## src/rtl/er_metric_accum_pkg.sv

```systemverilog
// Shared definitions for the approximate-adder error-metric accumulator.
// Holds the run-control FSM state encoding and the default widths used by
// er_metric_accum when it is instantiated without overrides.
package er_metric_accum_pkg;

   localparam int DEF_N     = 16;  // operand/sum width of the adder under test
   localparam int DEF_CNT_W = 32;  // sample counter width

   typedef enum logic [1:0] {
      ST_IDLE  = 2'd0,
      ST_RUN   = 2'd1,
      ST_DRAIN = 2'd2,
      ST_DONE  = 2'd3
   } state_t;

endpackage

```

## src/rtl/er_metric_accum_abs_diff.sv

```systemverilog
// Combinational N-bit unsigned absolute difference |a - b|.
// The subtraction is ordered so the result never wraps.
// Ports:
//   a, b : N-bit unsigned operands
//   d    : N-bit |a - b|
module abs_diff #(
   parameter int N = 16
) (
   input  logic [N-1:0] a,
   input  logic [N-1:0] b,
   output logic [N-1:0] d
);

   assign d = (a >= b) ? (a - b) : (b - a);

endmodule

```

## src/rtl/er_metric_accum.sv

```systemverilog
// Error-metric accumulator for characterising an approximate adder.
// A run is started with a one-cycle start pulse; num_samples pairs of
// (approx_s, exact_s) are accepted over a valid/ready handshake, pushed through
// a two-stage pipeline (distance compute, then accumulate) and summarised as
// error count, sum/max of error distance and count of exact==0 samples.
// Ports:
//   clk, rst             : clock, synchronous active-high reset
//   start, num_samples   : run start pulse and sample count (latched on start)
//   in_valid, in_ready   : input pair handshake
//   approx_s, exact_s    : approximate and exact N-bit sums
//   busy, done           : run in progress (RUN/DRAIN), end-of-run pulse
//   err_count, sum_ed, max_ed, zero_exact, sample_count : results
module er_metric_accum
   import er_metric_accum_pkg::*;
#(
   parameter  int N     = DEF_N,
   parameter  int CNT_W = DEF_CNT_W,
   localparam int SUM_W = N + CNT_W
) (
   input  logic             clk,
   input  logic             rst,
   input  logic             start,
   input  logic [CNT_W-1:0] num_samples,
   input  logic             in_valid,
   output logic             in_ready,
   input  logic [N-1:0]     approx_s,
   input  logic [N-1:0]     exact_s,
   output logic             busy,
   output logic             done,
   output logic [CNT_W-1:0] err_count,
   output logic [SUM_W-1:0] sum_ed,
   output logic [N-1:0]     max_ed,
   output logic [CNT_W-1:0] zero_exact,
   output logic [CNT_W-1:0] sample_count
);

   state_t           state, state_nx;
   logic [CNT_W-1:0] num_lat;
   logic             accept;
   logic             last_accept;
   logic [2:1]       vld_pipe;     // [1]: stage-1 regs valid, [2]: stage-2 update just done
   logic [N-1:0]     ed;
   logic [N-1:0]     ed_q;
   logic             mis_q;
   logic             zero_q;

   abs_diff #(.N(N)) u_abs_diff (
      .a (approx_s),
      .b (exact_s),
      .d (ed)
   );

   assign in_ready    = (state == ST_RUN) && (sample_count < num_lat);
   assign accept      = in_valid && in_ready;
   assign last_accept = accept && ((sample_count + CNT_W'(1)) == num_lat);
   assign busy        = (state == ST_RUN) || (state == ST_DRAIN);
   assign done        = (state == ST_DONE);

   always_comb begin
      state_nx = state;
      case (state)
         ST_IDLE:  if (start) state_nx = (num_samples == '0) ? ST_DONE : ST_RUN;
         ST_RUN:   if (last_accept) state_nx = ST_DRAIN;
         ST_DRAIN: if (vld_pipe == 2'b00) state_nx = ST_DONE;
         ST_DONE:  state_nx = ST_IDLE;
         default:  state_nx = ST_IDLE;
      endcase
   end

   always_ff @(posedge clk) begin
      if (rst) begin
         state        <= ST_IDLE;
         num_lat      <= '0;
         vld_pipe     <= '0;
         ed_q         <= '0;
         mis_q        <= 1'b0;
         zero_q       <= 1'b0;
         err_count    <= '0;
         sum_ed       <= '0;
         max_ed       <= '0;
         zero_exact   <= '0;
         sample_count <= '0;
      end else begin
         state    <= state_nx;
         vld_pipe <= {vld_pipe[1], accept};

         // stage 1: per-pair metrics, captured only on accept so input data
         // need not be held by the source
         if (accept) begin
            ed_q   <= ed;
            mis_q  <= (approx_s != exact_s);
            zero_q <= (exact_s == '0);
         end

         if (state == ST_IDLE && start) begin
            // a new run starts from clean results; the pipeline is empty here
            num_lat      <= num_samples;
            err_count    <= '0;
            sum_ed       <= '0;
            max_ed       <= '0;
            zero_exact   <= '0;
            sample_count <= '0;
         end else begin
            if (accept) sample_count <= sample_count + CNT_W'(1);
            // stage 2: accumulate; ties on max keep the earlier value
            if (vld_pipe[1]) begin
               err_count  <= err_count + CNT_W'(mis_q);
               sum_ed     <= sum_ed + SUM_W'(ed_q);
               zero_exact <= zero_exact + CNT_W'(zero_q);
               if (ed_q > max_ed) max_ed <= ed_q;
            end
         end
      end
   end

endmodule
```

## config.mk

```make
export PLATFORM = sky130hd
export DESIGN_NAME = er_metric_accum
export DESIGN_NICKNAME = d
export VERILOG_FILES = /design/src/rtl/er_metric_accum_pkg.sv /design/src/rtl/er_metric_accum_abs_diff.sv /design/src/rtl/er_metric_accum.sv
export SDC_FILE = /design/constraint.sdc
export NUM_CORES = 1
export LEC_CHECK = 0
export BUFFER_PORTS_ARGS = -buffer_cell sky130_fd_sc_hd__buf_4
export CAP_MARGIN = 20
export CORE_AREA = 2 2 164 166
export DETAILED_ROUTE_END_ITERATION = 6
export DIE_AREA = 0 0 166 168
export PLACE_DENSITY_LB_ADDON = 0.12
export SETUP_SLACK_MARGIN = 0.3
export SLEW_MARGIN = 20
export SYNTH_ARGS = -nofsm -noshare
export SYNTH_HDL_FRONTEND = slang
export SYNTH_SLANG_ARGS = --single-unit
```

## constraint.sdc

```tcl
create_clock -name clk -period 3.51 [get_ports clk]
set_input_delay 0.702 -clock clk [delete_from_list [all_inputs] [get_ports clk]]
set_output_delay 0.702 -clock clk [all_outputs]
set_load 0.03 [all_outputs]
```

==> results of run 1 <==
==> worst max-delay path, cell delays in order (launching register included) <==
cell and delay, ns:
dfxtp_2 0.36, inv_1 0.05, ha_1 0.31, nand4_1 0.15, a2111oi_4 0.27, o21ai_2 0.13
a2111o_1 0.44, and2_4 0.17, buf_6 0.13
==> layout make-up <==
class / instances / area (um2)
Fill cell: 2350 / 9380
Multi-Input combinational cell: 1270 / 8630
Sequential cell: 214 / 4300
Timing Repair Buffer: 303 / 2320
Clock buffer: 35 / 756
Tap cell: 341 / 427
Inverter: 110 / 420
Clock inverter: 9 / 126
==> cell usage after synthesis (all sizes together), types with 4 or more instances <==
cell     number
a2111oi       4
a211o         5
a211oi       19
a21o         23
a21oi       137
and2         14
and3         24
and4         11
buf          15
clkbuf       60
dfxtp       214
ha          105
inv         110
mux2          6
mux2i        24
nand2       163
nand2b        9
nand3        73
nand3b        6
nand4        49
nor2        167
nor2b         9
nor3         19
nor3b         6
nor4         24
nor4b         8
o211ai        6
o21a         11
o21ai        73
o21bai        4
o311ai        4
o31ai        14
or2           7
or3          27
or4          18
xnor2        71
xor2         85
==> worst max-delay path by stage <==
stage                            end  cells past startpoint
2_1_floorplan  ed_q[13]$_SDFFE_PP0P_                     11
3_3_place_gp   ed_q[15]$_SDFFE_PP0P_                     13
3_5_place_dp   ed_q[15]$_SDFFE_PP0P_                     13
4_1_cts                     in_ready                      8
5_1_grt                     in_ready                      8
6_report                    in_ready                      8
==> what timing repair did <==
item / in CTS / in global routing
pin swaps: 6 / 6
endpoints found under the setup margin: 7 / 15
setup buffers: 4 / 2
gates resized for setup: 24 / 20
==> flip-flops by register name (all words and copies together), names as in the netlist <==
| name | count |
|---|---|
| ed_q | 16 |
| err_count | 32 |
| zero_q | 1 |
| sample_count | 32 |
| zero_exact | 32 |
| mis_q | 1 |
| num_lat | 32 |
| state | 2 |
| vld_pipe | 2 |
| sum_ed | 48 |
| max_ed | 16 |
==> power breakdown <==
group	internal (uW)	leakage (uW)	total, uW	switching (uW)
clock	1720	0.000435	2760	1050
sequential	2560	0.00174	2710	146
combinational	833	0.00486	2060	1220
total	5110	0.00703	7530	2420
==> cells by family (layout without fill, tap and decap cells) <==
| group | after synthesis | count (layout) | synth area share [%] |
|---|---|---|---|
| AND/OR/NAND/NOR | 640 | 640 | 24.2 |
| AO/OA/AOI/OAI | 336 | 336 | 15.5 |
| flip-flops | 214 | 214 | 32.1 |
| buffers and inverters | 185 | 457 | 5.34 |
| XOR/XNOR | 156 | 156 | 10.2 |
| adder cells (fa/ha/maj) | 108 | 108 | 10.3 |
| multiplexers | 30 | 30 | 2.33 |
==> through the flow <==
| step | hold slack, ns | area, um2 | instances | total power [uW] |
|---|---|---|---|---|
| floorplan | 0.440 | 13500 | 1669 | 4060 |
| global placement | 0.454 | 15900 | 2232 | 4670 |
| detailed placement | 0.463 | 15900 | 2232 | 4710 |
| CTS | 0.400 | 16900 | 2280 | 7550 |
| global route | 0.420 | 17000 | 2282 | 7910 |
| finish | 0.423 | 17000 | 2282 | 7530 |
==> layer usage <==
metal / part of all wire, % / wire, um
met1: 45 / 16900
met2: 47 / 17400
met3: 5.4 / 2020
met4: 2.8 / 1030
met5: 0.035 / 13
==> impl_metrics.tcl, run 1 <==
set metrics [dict create \
    rr_worst_depth 12 \
    routabilityCongestion 0.913 \
    worst-endpoint-required_ns 2.81 \
    wire_per_inst_um 16.4 \
    yosys_register_bits 214 \
    rsz0062_at_grt "true" \
    synthesis.nets 1845 \
    cell_area_after_technology_mapping_um2 13400 \
    antenna_found_initial 1 \
    timing.rr.start "sample_count[1]$_SDFFE_PP0P_" \
    pin_count_of_the_biggest_net_entering_global_routing 47 \
    result_of_the_run "complete, no violations" \
    io_buffer_count 230 \
    grt_use_total_pct 25.7 \
    fp.dieW_um 166 \
    timing.critical_path.arrival_ns 2.53 \
    detailedRoute.firstIterationViolations 753 \
    die_height_um 168 \
    areaGrowthSynthToFinish_pct 27.2 \
    avgSynthCellArea_um2 8.00 \
    power.ir.vdd_worst_v 0.000398 \
    period_needed_ns 3.24 \
    drc_violation_count_after_routing 0 \
    holdCritPathClass "primary input to flop" \
    core.rowCount 60 \
    yosys.cell_types.count 78 \
    worst_hold_path.num_cells 3 \
    r2r_slack_ns 0.47 \
    min_period_over_period_pct 92.2 \
    endpoint_kind "output port" \
    dominant_cell_type_by_area_after_synthesis "dfxtp_1" \
    timing.rr.end "state[1]$_SDFFE_PP0P_" \
    starting_density_pct 50.7 \
    met3_track_demand_over_resource_in_global_routing_pct 3.15 \
    grt-busiest-layer "met2" \
    worst_hold_startpoint "num_samples[11]" \
    grt.overflow.total 0 \
    final.setup_skew_ns 0.0117 \
    coreArea_um2 26400 \
    drt-pass1-iter-count 5 \
    cts-root-to-sink-buffers 3 \
    grt_pass1_vias 12200 \
    groute.layer.met1.usage_pct 34.5 \
    clkLatencyLatePin_ns 0.53 \
    tns_ns 0 \
    design.die.area_um2 27900 \
    yosys_warnings 0 \
    ctsRootBufferMaster "clkbuf_16" \
    layout-drive-gt1-share_pct 21.7 \
    globalRouteMet2Util_pct 43.4 \
    clock-sinks 214 \
    antenna_cells_inserted 0 \
    grt_first_pass_wirelength_mm 60.5 \
    final-setup-viol-count 0 \
    static-leakage-power_uw 0.00703 \
    critPathMaxFanout 3 \
    dr_total_vias 12900 \
    seq_area_frac_synth_pct 32.1 \
    top_library_cells_by_usage_in_the_layout_fill_and_taps_aside "299 x buf_4, 200 x dfxtp_1, 167 x nor2_1" \
    ys_async_sr_fraction_pct 0 \
    hold_violations 0 \
    power.density_cell_area_nw_per_um2 443 \
    final_common_cell "buf_4" \
    min_to "num_lat[11]$_SDFFE_PP0P_" \
    h-tree-depth 1 \
    report.final.slew_viol_count 0 \
    synth_top_cell_area_share_pct 32.1 \
    synth.area.top_cells "dfxtp_1 32%, ha_1 9.8%, xor2_1 5.6%" \
    drt-total-wl_mm 37.4 \
    max_slew_margin_pct 53.7 \
    layout.core_utilization_pct 64.4 \
    cts.hold.buffers_added 0 \
    clock_tree_from_tritoncts "built" \
    vias_per_cell 5.63 \
    detailed_placement_wirelength_estimate_mm 28.3 \
    post_synth_inst_count 1669 \
    synth-edff-count 0 \
    cts_buffers 26 \
    worst-setup-path-type "flop to output port" \
    ys_dominant_reg_cell "dfxtp_1" \
    finalNetCount 2101 \
    worstMarginPinSlew_ns 0.688 \
    ant_nets 0 \
    place_worst_setup_slack_ns 0.00169 \
    drv_cap 0 \
    clkTransAtPathRegs_ns 0.06 \
    maxClockFrequency_ghz 0.309 \
    finalWorstSetupSlack_ns 0.274 \
    crit_path_start_kind "flop" \
    num_io_pins 231 \
    crit_path_start "num_lat[13]$_SDFFE_PP0P_" \
]
Note: power is estimated with default switching activity, not from simulation.
==> run 2: changes to the inputs <==
- CORE_AREA: 2 2 164 166 -> 2 2 214 216
- DIE_AREA: 0 0 166 168 -> 0 0 216 218
==> run 2 against run 1 <==
  * Design area up 3.0%
  * Clock skew up 0.012 ns
  * Non-clock buffer count up 7
  * Largest cell class unchanged
  * Largest power group unchanged
==> impl_metrics.tcl, run 2 (synthesized netlist as in run 1, its figures left out) <==
set metrics [dict create \
    result_of_the_run "complete, no violations" \
    final.setup_skew_ns 0.0241 \
    crit_family "simple AND/OR/NAND/NOR gates" \
    endpoint_kind "output port" \
    worst_path_largest_cell_delay_ns 0.36 \
    max_slew_margin_pct 50.9 \
    crit_chain "inv_1 > ha_1 > and3_1 > a221o_1 > a21oi_1 > nor3b_2 > and2_4 > buf_6" \
    core.rowCount 78 \
    die_height_um 218 \
    largest_register "sum_ed" \
    timing.rr.end "ed_q[14]$_SDFFE_PP0P_" \
    pin_count_of_the_biggest_net_entering_global_routing 59 \
    drc_violation_count_after_routing 0 \
    ant_nets 0 \
    worstMarginPinSlew_ns 0.736 \
    worst_hold_path.num_cells 3 \
    clock-sinks 214 \
    cts_buffers 28 \
    h-tree-depth 1 \
    design.die.area_um2 47100 \
    period_needed_ns 3.33 \
    routabilityCongestion 0.813 \
    vias_per_cell 4.97 \
    min_period_over_period_pct 94.9 \
    crit_path_start_kind "flop" \
    report.final.slew_viol_count 0 \
    clkTransAtPathRegs_ns 0.06 \
    timing.critical_path.arrival_ns 2.63 \
    antenna_found_initial 1 \
    antenna_cells_inserted 0 \
    drt-pass1-iter-count 5 \
    clkLatencyLatePin_ns 0.57 \
    hold_violations 0 \
    wire_per_inst_um 16.8 \
    grt_use_total_pct 17.6 \
    final-setup-viol-count 0 \
    layout-drive-gt1-share_pct 22.6 \
    rr_worst_depth 12 \
    timing.rr.start "sample_count[9]$_SDFFE_PP0P_" \
    holdCritPathClass "primary input to flop" \
    power.density_cell_area_nw_per_um2 449 \
    clock_tree_from_tritoncts "built" \
    num_io_pins 231 \
    ctsRootBufferMaster "clkbuf_16" \
    cts.hold.buffers_added 0 \
    place.detailed.instances 2492 \
    largest_register_ffs 48 \
    critPathMaxFanout 3 \
    fp.dieW_um 216 \
    top_library_cells_by_usage_in_the_layout_fill_and_taps_aside "304 x buf_4, 198 x dfxtp_1, 167 x nor2_1" \
    static-leakage-power_uw 0.00711 \
    r2r_slack_ns 0.41 \
    grt_pass1_vias 12300 \
    grt.overflow.total 0 \
    dr_total_vias 12700 \
    power.ir.vdd_worst_v 0.000358 \
    worst_hold_startpoint "num_samples[2]" \
    tns_ns 0 \
    maxClockFrequency_ghz 0.300 \
    starting_density_pct 29.7 \
    final_common_cell "buf_4" \
    detailed_placement_wirelength_estimate_mm 32.4 \
    stdcell_count 2557 \
    areaGrowthSynthToFinish_pct 31.0 \
    worst-endpoint-required_ns 2.81 \
    detailedRoute.firstIterationViolations 754 \
    worst-setup-path-type "flop to output port" \
    cts-root-to-sink-buffers 3 \
    timing.critical_path.slowest_stage_cell "dfxtp_1" \
    drv_cap 0 \
    io_buffer_count 230 \
    finalNetCount 2111 \
    worst-path-buf-inv 2 \
    fill_cells 4719 \
    coreArea_um2 44900 \
    grt_first_pass_wirelength_mm 67.5 \
    drt-total-wl_mm 42.9 \
    rsz0062_at_grt "true" \
    min_to "num_lat[2]$_SDFFE_PP0P_" \
]
run 2: cell count changes in the layout (fill, tap and decap cells not counted), moves of 3 or more:
cell,delta
buf_4,+5
clkinv_2,+4
dfxtp_4,+3
inv_2,+3
o21ai_2,-3
run 2: stage by stage:
stage	utilization (%)	worst slack [ns]	hold slack, ns	total power, uW	instance area [um2]
after floorplan	-	0.180	0.440	4060	13500
final	39.0	0.178	0.400	7850	17500
after detailed placement	36.1	0.0737	0.466	4800	16200
after global placement	36.1	0.116	0.465	4790	16200
after global routing	39.0	0.0806	0.382	8300	17500
after CTS	38.5	0.168	0.369	7950	17300
run 2: final cells by class:
cell class / count / area, um2 / area share, %
Clock inverter: 17 / 209 / 1.19
Tap cell: 600 / 751 / 4.29
Inverter: 110 / 418 / 2.39
Multi-Input combinational cell: 1271 / 8620 / 49.3
Timing Repair Buffer: 310 / 2380 / 13.6
Sequential cell: 214 / 4310 / 24.7
Clock buffer: 35 / 787 / 4.50
run 2: worst reg2reg max path, stage by stage (launching register included):
cell	delay, ns
dfxtp_4	0.39
ha_4	0.27
nand4_1	0.16
a2111oi_4	0.37
o21ai_2	0.12
a2111o_1	0.44
buf_4	0.14
buf_4	0.12
and3_2	0.31
buf_12	0.22
nand4b_1	0.13
mux2i_1	0.07
a211o_1	0.24
run 2: per-layer routing:
| layer | part of all wire [%] | vias up | global-route usage [%] |
|---|---|---|---|
| li1 | - | 6405 | - |
| met1 | 49 | 5996 | 24.4 |
| met2 | 45 | 256 | 28.7 |
| met3 | 4.4 | 56 | 2.94 |
| met4 | 1.9 | 2 | 3.97 |
| met5 | 0.028 | - | 0 |
run 2: repair_timing:
action,in CTS,in global routing
setup endpoints to repair,14,19
pin swaps,2,6
gates cloned,0,1
gates resized for setup,21,26
buffers inserted,1,11
endpoints found under the hold margin,0,0
run 2: worst max path at each step:
stage,start,end,slack [ns],cells after the start
after floorplan,exact_s[11],ed_q[13]$_SDFFE_PP0P_,0.18,11
after global placement,approx_s[0],ed_q[15]$_SDFFE_PP0P_,0.12,13
after detailed placement,approx_s[0],ed_q[15]$_SDFFE_PP0P_,0.07,13
after CTS,num_lat[5]$_SDFFE_PP0P_,in_ready,0.17,8
after global routing,num_lat[9]$_SDFFE_PP0P_,in_ready,0.08,8
final,num_lat[28]$_SDFFE_PP0P_,in_ready,0.18,8
run 2: where the power goes:
group	internal [uW]	total (uW)	switching, uW
Combinational	828	2090	1260
Sequential	2560	2720	158
Clock	1880	3050	1160
Total	5270	7850	2580
